==> config.mk <==
export PLATFORM = sky130hd
export DESIGN_NAME = cmd_tx_scheduler
export DESIGN_NICKNAME = d
export VERILOG_FILES = /design/src/rtl/cmd_tx_pkg.sv /design/src/rtl/cmd_frame_len.sv /design/src/rtl/cmd_tx_scheduler.sv
export SDC_FILE = /design/constraint.sdc
export NUM_CORES = 1
export LEC_CHECK = 0
export ABC_AREA = 0
export BUFFER_PORTS_ARGS = -buffer_cell sky130_fd_sc_hd__buf_2
export CELL_PAD_IN_SITES_DETAIL_PLACEMENT = 1
export CELL_PAD_IN_SITES_GLOBAL_PLACEMENT = 2
export CORE_MARGIN = 3
export CORE_UTILIZATION = 29
export CTS_CLUSTER_SIZE = 14
export DETAILED_ROUTE_END_ITERATION = 8
export PLACE_DENSITY = 0.77
export SYNTH_ARGS = -nofsm -noshare
export SYNTH_HDL_FRONTEND = slang
export SYNTH_HIERARCHICAL = 1
export SYNTH_SLANG_ARGS = --single-unit
==> constraint.sdc <==
create_clock -name clk -period 1.85 [get_ports clk]
set_input_delay 0 -clock clk [delete_from_list [all_inputs] [get_ports clk]]
set_output_delay 0 -clock clk [all_outputs]
set_load 0.05 [all_outputs]
==> src/rtl/cmd_tx_pkg.sv <==
// Shared types and constants for the RS422 command transmit scheduler.
package cmd_tx_pkg;

  localparam int unsigned NUM_SRC = 5;
  localparam int unsigned LEN_W   = 8;
  localparam int unsigned GAP_W   = 16;

  // One-hot source codes, bit position equals request/grant index.
  localparam logic [NUM_SRC-1:0] SRC_PLATFORM     = 5'b00001;
  localparam logic [NUM_SRC-1:0] SRC_DATA_INJ     = 5'b00010;
  localparam logic [NUM_SRC-1:0] SRC_PRE_SHUTDOWN = 5'b00100;
  localparam logic [NUM_SRC-1:0] SRC_TIMECODE     = 5'b01000;
  localparam logic [NUM_SRC-1:0] SRC_HK           = 5'b10000;

  // Fixed frame lengths in bytes per command source.
  localparam logic [LEN_W-1:0] LEN_PLATFORM     = 8'd13;
  localparam logic [LEN_W-1:0] LEN_DATA_INJ     = 8'd9;
  localparam logic [LEN_W-1:0] LEN_PRE_SHUTDOWN = 8'd9;
  localparam logic [LEN_W-1:0] LEN_TIMECODE     = 8'd25;
  localparam logic [LEN_W-1:0] LEN_HK           = 8'd53;
  localparam logic [LEN_W-1:0] LEN_DEFAULT      = 8'd53;

  typedef enum logic [2:0] {
    ST_IDLE,
    ST_LOAD,
    ST_FETCH,
    ST_SEND,
    ST_GAP
  } state_e;

  // Fixed priority: pre-shutdown, timecode, platform, data injection, HK.
  function automatic logic [NUM_SRC-1:0] prio_pick(input logic [NUM_SRC-1:0] req);
    logic [NUM_SRC-1:0] pick;
    pick = '0;
    if ((req & SRC_PRE_SHUTDOWN) != '0)  pick = SRC_PRE_SHUTDOWN;
    else if ((req & SRC_TIMECODE) != '0) pick = SRC_TIMECODE;
    else if ((req & SRC_PLATFORM) != '0) pick = SRC_PLATFORM;
    else if ((req & SRC_DATA_INJ) != '0) pick = SRC_DATA_INJ;
    else if ((req & SRC_HK) != '0)       pick = SRC_HK;
    return pick;
  endfunction

endpackage

==> src/rtl/cmd_frame_len.sv <==
// Registered one-hot grant to frame length lookup, one cycle of latency.
module cmd_frame_len
  import cmd_tx_pkg::*;
(
  input  logic               clk,
  input  logic               rst,
  input  logic               load_i,
  input  logic [NUM_SRC-1:0] gnt_i,
  output logic [LEN_W-1:0]   frame_len_o
);

  logic [LEN_W-1:0] len_q;
  logic [LEN_W-1:0] len_d;

  // Select the length for the granted source when asked to load.
  always_comb begin
    len_d = len_q;
    if (load_i) begin
      case (gnt_i)
        SRC_PLATFORM:     len_d = LEN_PLATFORM;
        SRC_DATA_INJ:     len_d = LEN_DATA_INJ;
        SRC_PRE_SHUTDOWN: len_d = LEN_PRE_SHUTDOWN;
        SRC_TIMECODE:     len_d = LEN_TIMECODE;
        SRC_HK:           len_d = LEN_HK;
        default:          len_d = LEN_DEFAULT;
      endcase
    end
  end

  // Length register, returns to the default length on reset.
  always_ff @(posedge clk) begin
    if (rst) len_q <= LEN_DEFAULT;
    else     len_q <= len_d;
  end

  assign frame_len_o = len_q;

endmodule

==> src/rtl/cmd_tx_scheduler.sv <==
// Fixed-priority scheduler sharing one UART byte transmitter between five
// command sources: grant, fetch frame bytes, stream them, then hold a gap.
module cmd_tx_scheduler
  import cmd_tx_pkg::*;
#(
  parameter int unsigned GAP_CYCLES = 16
) (
  input  logic               clk,
  input  logic               rst,
  input  logic [NUM_SRC-1:0] req,
  output logic [NUM_SRC-1:0] gnt,
  output logic [NUM_SRC-1:0] done,
  output logic               rd_en,
  output logic [LEN_W-1:0]   rd_addr,
  input  logic [7:0]         rd_data,
  output logic [7:0]         tx_data,
  output logic               tx_valid,
  input  logic               tx_ready,
  output logic [LEN_W-1:0]   frame_len,
  output logic               busy
);

  state_e             state_q, state_d;
  logic [NUM_SRC-1:0] gnt_q, gnt_d;
  logic [NUM_SRC-1:0] done_q, done_d;
  logic               rd_en_q, rd_en_d;
  logic [LEN_W-1:0]   rd_addr_q, rd_addr_d;
  logic [7:0]         tx_data_q, tx_data_d;
  logic               tx_valid_q, tx_valid_d;
  logic               busy_q, busy_d;
  logic [GAP_W-1:0]   gap_cnt_q, gap_cnt_d;
  logic               len_load_c;
  logic [LEN_W-1:0]   frame_len_w;
  logic [LEN_W-1:0]   last_idx_c;

  // Frame length is latched from the grant while in LOAD.
  cmd_frame_len u_frame_len (
    .clk         (clk),
    .rst         (rst),
    .load_i      (len_load_c),
    .gnt_i       (gnt_q),
    .frame_len_o (frame_len_w)
  );

  assign last_idx_c = frame_len_w - LEN_W'(1);

  // Next-state and next-output logic for the grant/fetch/send/gap sequence.
  always_comb begin
    state_d    = state_q;
    gnt_d      = gnt_q;
    done_d     = '0;
    rd_en_d    = 1'b0;
    rd_addr_d  = rd_addr_q;
    tx_data_d  = tx_data_q;
    tx_valid_d = tx_valid_q;
    gap_cnt_d  = gap_cnt_q;
    len_load_c = 1'b0;

    unique case (state_q)
      ST_IDLE: begin
        if (req != '0) begin
          gnt_d     = prio_pick(req);
          rd_en_d   = 1'b1;
          rd_addr_d = '0;
          state_d   = ST_LOAD;
        end
      end
      ST_LOAD: begin
        len_load_c = 1'b1;
        state_d    = ST_FETCH;
      end
      ST_FETCH: begin
        tx_data_d  = rd_data;
        tx_valid_d = 1'b1;
        state_d    = ST_SEND;
      end
      ST_SEND: begin
        // tx_data/tx_valid hold until the UART takes the byte.
        if (tx_ready) begin
          tx_valid_d = 1'b0;
          if (rd_addr_q == last_idx_c) begin
            done_d    = gnt_q;
            gnt_d     = '0;
            gap_cnt_d = '0;
            state_d   = ST_GAP;
          end else begin
            rd_addr_d = rd_addr_q + LEN_W'(1);
            rd_en_d   = 1'b1;
            state_d   = ST_FETCH;
          end
        end
      end
      ST_GAP: begin
        if (gap_cnt_q == GAP_W'(GAP_CYCLES - 1)) begin
          state_d = ST_IDLE;
        end else begin
          gap_cnt_d = gap_cnt_q + GAP_W'(1);
        end
      end
      default: begin
        state_d = ST_IDLE;
        gnt_d   = '0;
      end
    endcase

    busy_d = (state_d != ST_IDLE);
  end

  // State and output registers; reset abandons any frame in flight.
  always_ff @(posedge clk) begin
    if (rst) begin
      state_q    <= ST_IDLE;
      gnt_q      <= '0;
      done_q     <= '0;
      rd_en_q    <= 1'b0;
      rd_addr_q  <= '0;
      tx_data_q  <= '0;
      tx_valid_q <= 1'b0;
      busy_q     <= 1'b0;
      gap_cnt_q  <= '0;
    end else begin
      state_q    <= state_d;
      gnt_q      <= gnt_d;
      done_q     <= done_d;
      rd_en_q    <= rd_en_d;
      rd_addr_q  <= rd_addr_d;
      tx_data_q  <= tx_data_d;
      tx_valid_q <= tx_valid_d;
      busy_q     <= busy_d;
      gap_cnt_q  <= gap_cnt_d;
    end
  end

  assign gnt       = gnt_q;
  assign done      = done_q;
  assign rd_en     = rd_en_q;
  assign rd_addr   = rd_addr_q;
  assign tx_data   = tx_data_q;
  assign tx_valid  = tx_valid_q;
  assign busy      = busy_q;
  assign frame_len = frame_len_w;

endmodule

==> flow_summary.json, run 1 <==
{
  "cts-buffers-inserted": 5,
  "clock_tree.buffer_depth": 2,
  "grt_usage": 0.162,
  "grt_pass1_vias": 2732,
  "yosysTopAreaCell": "dfxtp_1",
  "cts.sinks": 52,
  "setup_violations": 23,
  "clock.fmax_mhz": 480,
  "row_count": 34,
  "violations": "setup timing",
  "root_buffer": "clkbuf_8",
  "drive_gt1_frac": 0.420,
  "synth_area_per_cell_um2": 8.52,
  "hold_end": "gnt[0]",
  "path_class": "register to register",
  "ys_ff_latch": 52,
  "io_buffer_count": 48,
  "die_w_um": 101,
  "place_ws_ps": -231,
  "ioPinCount": 53,
  "finish.utilization": 0.444,
  "hold_viol_final": 0,
  "timing.rr.end": "gap_cnt_q[14]",
  "netlist.area_leader.share": 0.397,
  "p_leak_nw": 1.55,
  "ir_drop_v": 0.000320,
  "routedWlPerCell_um": 15.7,
  "avgViaCountPerCell": 5.11,
  "hold_class": "primary input to register",
  "critPathLaunchType": "register",
  "drtIter0Drc": 96,
  "htreeDepth": 2,
  "yosysSeqAreaShare": 0.397,
  "fin_crit_sh": 1.13,
  "grt_pass1_wl_um": 13300,
  "netlist_area_um2": 2630,
  "rrSetupSlack_ps": -230,
  "status": "complete, but fails checks",
  "placed_area_um2": 3420,
  "fillers": 1050,
  "hp-start": "req[3]",
  "finalCriticalPeriod_ps": 2080,
  "gp_congestion": 0.769,
  "design_power_total_mw": 2.37,
  "drc": 0,
  "grt_overflow": 0,
  "fin_area_um2": 3890,
  "cts.reportedPaths.clkPinSlew_ps": 110,
  "ys.flop_type": "dfxtp_1",
  "cts_tree": "yes",
  "drv_slew": 0,
  "grt_start_max_net_pins": 29,
  "drtAntennaViolNets": 0,
  "antenna_found_initial": 0,
  "netlist_instances": 308,
  "hold_depth": 4,
  "regArea_um2": 1070,
  "synth_cell_types": 54,
  "dp_hpwl_um": 5990,
  "yosysWarnings": 6,
  "dpl.cell_count": 506,
  "holdWs_ps": 9.06,
  "synthToLayoutAreaGrowth_pct": 48.3,
  "synth_edf_count": 0,
  "timing.final.ws_setup_ps": -234,
  "rsz0062_at_grt": "true",
  "fin_cells": 532,
  "die_area_um2": 10200,
  "cp-end-kind": "register",
  "start_util": 0.300,
  "via_count": 2721,
  "crit_fanout": 13,
  "routed_wl_um": 8350,
  "powerDensity_nw_per_um2": 610,
  "cp.arrival_ps": 2340,
  "nets": 442,
  "antenna_cells": 0,
  "mostFrequentLayoutCell": "buf_4",
  "setup_tns_ps": -3900,
  "layout_common_cells": "buf_4 (54), buf_2 (48), dfxtp_1 (40)",
  "async_flop_share": 0,
  "core_um2": 8760,
  "clk_latency_ps": 320,
  "maxCapViolCount": 0,
  "firstDrtPassIters": 4,
  "die_h_um": 101,
  "multiInputGateArea_um2": 1700,
  "reg2reg_from": "rd_addr[7]",
  "synth_area_leaders": "dfxtp_1 (40%), mux2i_1 (4.6%), a21oi_1 (4.0%), nor2_1 (4.0%), or3_1 (3.6%)",
  "required_ps": 2110,
  "fin_worst_skew_ps": 11.0,
  "r2r.worst_path.cells": 8
}
[critical path, cell delays in order (launching register included)]
cell and delay (ps):
dfxtp_4 370, xor2_2 170, o31a_1 100, o32a_1 330, nor2_4 130, a31oi_4 130, buf_12 180, or4_4 470
a21oi_1 140
[layer usage]
layer,share of wire,up-vias,global-route usage
met5,0,-,0
met4,0.0066,0,0.0307
met3,0.030,4,0.0310
met2,0.49,38,0.270
met1,0.48,1326,0.220
li1,-,1353,-
[report_power, final]
part / internal (mW) / switching (mW)
combinational: 0.182 / 0.325
clock: 0.273 / 0.420
sequential: 1.15 / 0.0283
[cell type report]
| type | instances | share of cell area |
|---|---|---|
| Tap cell | 108 | 0.0347 |
| Clock buffer | 5 | 0.0177 |
| Multi-Input combinational cell | 233 | 0.437 |
| Clock inverter | 3 | 0.00579 |
| Sequential cell | 52 | 0.276 |
| Timing Repair Buffer | 120 | 0.218 |
| Inverter | 11 | 0.0106 |
[repair_timing]
| item | CTS | global route |
|---|---|---|
| pin swaps | 3 | 6 |
| hold buffers | 13 | 0 |
| resized for setup | 16 | 30 |
| gates cloned | 0 | 0 |
| setup buffers | 5 | 0 |
| endpoints found under the hold margin | 12 | 0 |
| setup endpoints to repair | 32 | 37 |
[kinds of logic after synthesis]
family	count (synthesis)	share of synthesized area
AND/OR/NAND/NOR	128	0.268
AO/OA/AOI/OAI	76	0.194
flip-flops	52	0.397
buffers and inverters	25	0.0448
multiplexers	12	0.0458
XOR/XNOR	10	0.0334
adder cells (fa/ha/maj)	3	0.0143
other	2	0.00286
[sequential cells by signal, indices dropped and copies added, names as in the netlist]
signal,count
gnt,5
state_q,3
done,5
rd_addr,8
tx_data,8
rd_en,1
tx_valid,1
gap_cnt_q,16
busy,1
u_frame_len/frame_len_o,4
[worst max-delay path by stage]
stage	startpoint	end	slack, ps	depth (start not counted)
2_1_floorplan	u_frame_len/frame_len_o[5]	gap_cnt_q[5]	-190	8
3_3_place_gp	u_frame_len/frame_len_o[2]	rd_addr[3]	-150	9
3_5_place_dp	rd_addr[7]	gap_cnt_q[14]	-230	8
4_1_cts	rd_addr[7]	gap_cnt_q[7]	-220	8
5_1_grt	rd_addr[7]	gap_cnt_q[4]	-300	9
6_report	rd_addr[7]	gap_cnt_q[14]	-230	8
[cell usage after synthesis (5+ instances only)]
| master | n |
|---|---|
| o21ai_0 | 14 |
| dfxtp_1 | 52 |
| clkbuf_1 | 6 |
| or3_1 | 15 |
| o31ai_1 | 9 |
| or4_1 | 7 |
| xor2_1 | 8 |
| or2_2 | 6 |
| nand2_1 | 19 |
| nor3_1 | 7 |
| and2_1 | 5 |
| nand4_1 | 8 |
| inv_1 | 10 |
| a21oi_1 | 21 |
| nand2b_1 | 5 |
| nand3_1 | 12 |
| mux2i_1 | 12 |
| nor2_1 | 28 |
(Power assumes the default switching activity.)
==> run 2, diff against run 1 <==
--- a/config.mk
+++ b/config.mk
@@ -13,7 +13,9 @@
 export CORE_UTILIZATION = 29
 export CTS_CLUSTER_SIZE = 14
 export DETAILED_ROUTE_END_ITERATION = 8
-export PLACE_DENSITY = 0.77
+export GPL_TIMING_DRIVEN = 0
+export PLACE_DENSITY = 0.84
+export REMOVE_ABC_BUFFERS = 1
 export SYNTH_ARGS = -nofsm -noshare
 export SYNTH_HDL_FRONTEND = slang
 export SYNTH_HIERARCHICAL = 1
==> run 2 against run 1 <==
  * Sequential share of layout area rose by 2.3 points
  * Fmax fell by 0.49%
  * The run still ends with setup timing left
  * Die area did not move
  * Clock skew fell by 0.72 ps
  * Hold slack got worse by 7.1 ps
  * Sequential power barely moved
==> flow_summary.json, run 2 (synthesis results as in run 1) <==
{
  "status": "complete, but fails checks",
  "violations": "setup timing",
  "hold_viol_final": 0,
  "grt_overflow": 0,
  "grt_usage": 0.159,
  "nets": 408,
  "critPathLaunchType": "register",
  "row_count": 34,
  "clock.fmax_mhz": 478,
  "via_count": 2650,
  "timing.rr.end": "gap_cnt_q[7]",
  "root_buffer": "clkbuf_8",
  "dp_hpwl_um": 5120,
  "die_h_um": 101,
  "fin_worst_skew_ps": 10.3,
  "reg2reg_from": "rd_addr[7]",
  "cts.sinks": 52,
  "rrSetupSlack_ps": -240,
  "regMostFlops": "gap_cnt_q",
  "drtIter0Drc": 133,
  "drive_gt1_frac": 0.351,
  "p_leak_nw": 1.34,
  "synthToLayoutAreaGrowth_pct": 36.7,
  "hold_depth": 3,
  "finalCriticalPeriod_ps": 2090,
  "hp-start": "req[2]",
  "fin_crit_sh": 1.13,
  "crit_fanout": 6,
  "hold_end": "gnt[2]",
  "path_class": "register to register",
  "finish.utilization": 0.410,
  "avgViaCountPerCell": 5.32,
  "grt_pass1_wl_um": 13200,
  "drtAntennaViolNets": 0,
  "cts-buffers-inserted": 5,
  "setup_violations": 32,
  "clk_latency_ps": 310,
  "setup_tns_ps": -4850,
  "drv_slew": 0,
  "hold_class": "primary input to register",
  "firstDrtPassIters": 4,
  "r2r.worst_path.cells": 7,
  "maxCapViolCount": 0,
  "routedWlPerCell_um": 16.4,
  "largest_reg_flops": 16,
  "layout_common_cells": "buf_2 (48), dfxtp_1 (37), nor2_1 (24)",
  "rsz0062_at_grt": "true",
  "gp_congestion": 0.735,
  "grt_use_met1": 0.211,
  "antenna_cells": 0,
  "grtUsageMet3": 0.0213,
  "tightest_slew_ps": 692,
  "antenna_found_initial": 0,
  "met2_usage": 0.265,
  "core_um2": 8760,
  "mostFrequentLayoutCell": "buf_2",
  "clock_tree.buffer_depth": 2,
  "required_ps": 2090,
  "powerDensity_nw_per_um2": 644,
  "grt_busiest_layer": "met2",
  "cp-end-kind": "register",
  "grt_pass1_vias": 2682,
  "routed_wl_um": 8180,
  "cts_tree": "yes",
  "multiInputGateArea_um2": 1690,
  "cts.reportedPaths.clkPinSlew_ps": 100,
  "fillers": 1054,
  "grt_start_max_net_pins": 30,
  "ioPinCount": 53,
  "regArea_um2": 1070,
  "cp.arrival_ps": 2340,
  "htreeDepth": 2,
  "die_w_um": 101,
  "timing.final.ws_setup_ps": -244,
  "maxSlewHeadroom": 0.538,
  "die_area_um2": 10200,
  "io_buffer_count": 48,
  "start_util": 0.300,
  "drc": 0,
  "ir_drop_v": 0.000366
}
run 2: changes by cell type in the layout (fill, tap and decap cells not counted), moves of 3 or more:
| cell | change |
|---|---|
| o21ai_1 | -3 |
| or4_1 | +3 |
| a21oi_2 | -8 |
| a21oi_1 | +8 |
| or4_4 | -3 |
| dfxtp_1 | -3 |
| dfxtp_2 | +5 |
| nor2_2 | +3 |
| buf_4 | -35 |
run 2: where the power goes:
group	internal [mW]	switching [mW]	total, mW	leakage [nW]
Combinational	0.147	0.293	0.440	0.871
Sequential	1.15	0.0468	1.20	0.428
Clock	0.271	0.407	0.677	0.0414
run 2: final cells by class:
cell class,instances,area share
clock buffer,6,0.0202
multi-input combinational,235,0.472
inverter,11,0.0115
sequential,52,0.299
timing repair buffer,84,0.155
tap,108,0.0376
clock inverter,2,0.00453
run 2: stage by stage:
stage | total power [mW] | std cells | hold slack (ps) | instance area, µm² | worst slack [ps]
after global placement | 1.59 | 452 | 235 | 2930 | -635
after detailed placement | 1.60 | 452 | 249 | 2940 | -650
after CTS | 2.32 | 493 | 1.63 | 3470 | -250
after floorplan | 1.49 | 296 | 69.1 | 2560 | -638
after global routing | 2.43 | 498 | 14.8 | 3590 | -343
final | 2.31 | 498 | 1.96 | 3590 | -244
run 2: layer usage:
metal	wire length [µm]	up-vias	share of wire
li1	-	1296	-
met1	3770	1293	0.46
met2	4040	54	0.49
met3	271	7	0.033
met4	104	0	0.013
met5	0	-	0
run 2: timing repair:
| item | CTS | global route |
|---|---|---|
| pin swaps | 13 | 14 |
| gates cloned | 2 | 0 |
| endpoints found under the setup margin | 47 | 45 |
| endpoints found under the hold margin | 11 | 0 |
| setup buffers | 18 | 5 |
| hold buffers | 13 | 0 |
| resized for setup | 45 | 20 |
run 2: worst max path at each step:
stage | to | start
final | gap_cnt_q[7] | rd_addr[7]
after global routing | gap_cnt_q[7] | rd_addr[3]
after CTS | gap_cnt_q[7] | rd_addr[7]
after detailed placement | gap_cnt_q[11] | rd_addr[3]
after global placement | tx_data[6] | state_q[1]
after floorplan | gap_cnt_q[11] | rd_addr[3]
run 2: critical path, stage by stage (launching register included):
cell and delay [ps]:
dfxtp_2 350, xor2_2 180, o31a_1 100, o32a_1 330, nor2_4 200, a31oi_4 180, or4_1 520, a21oi_1 150
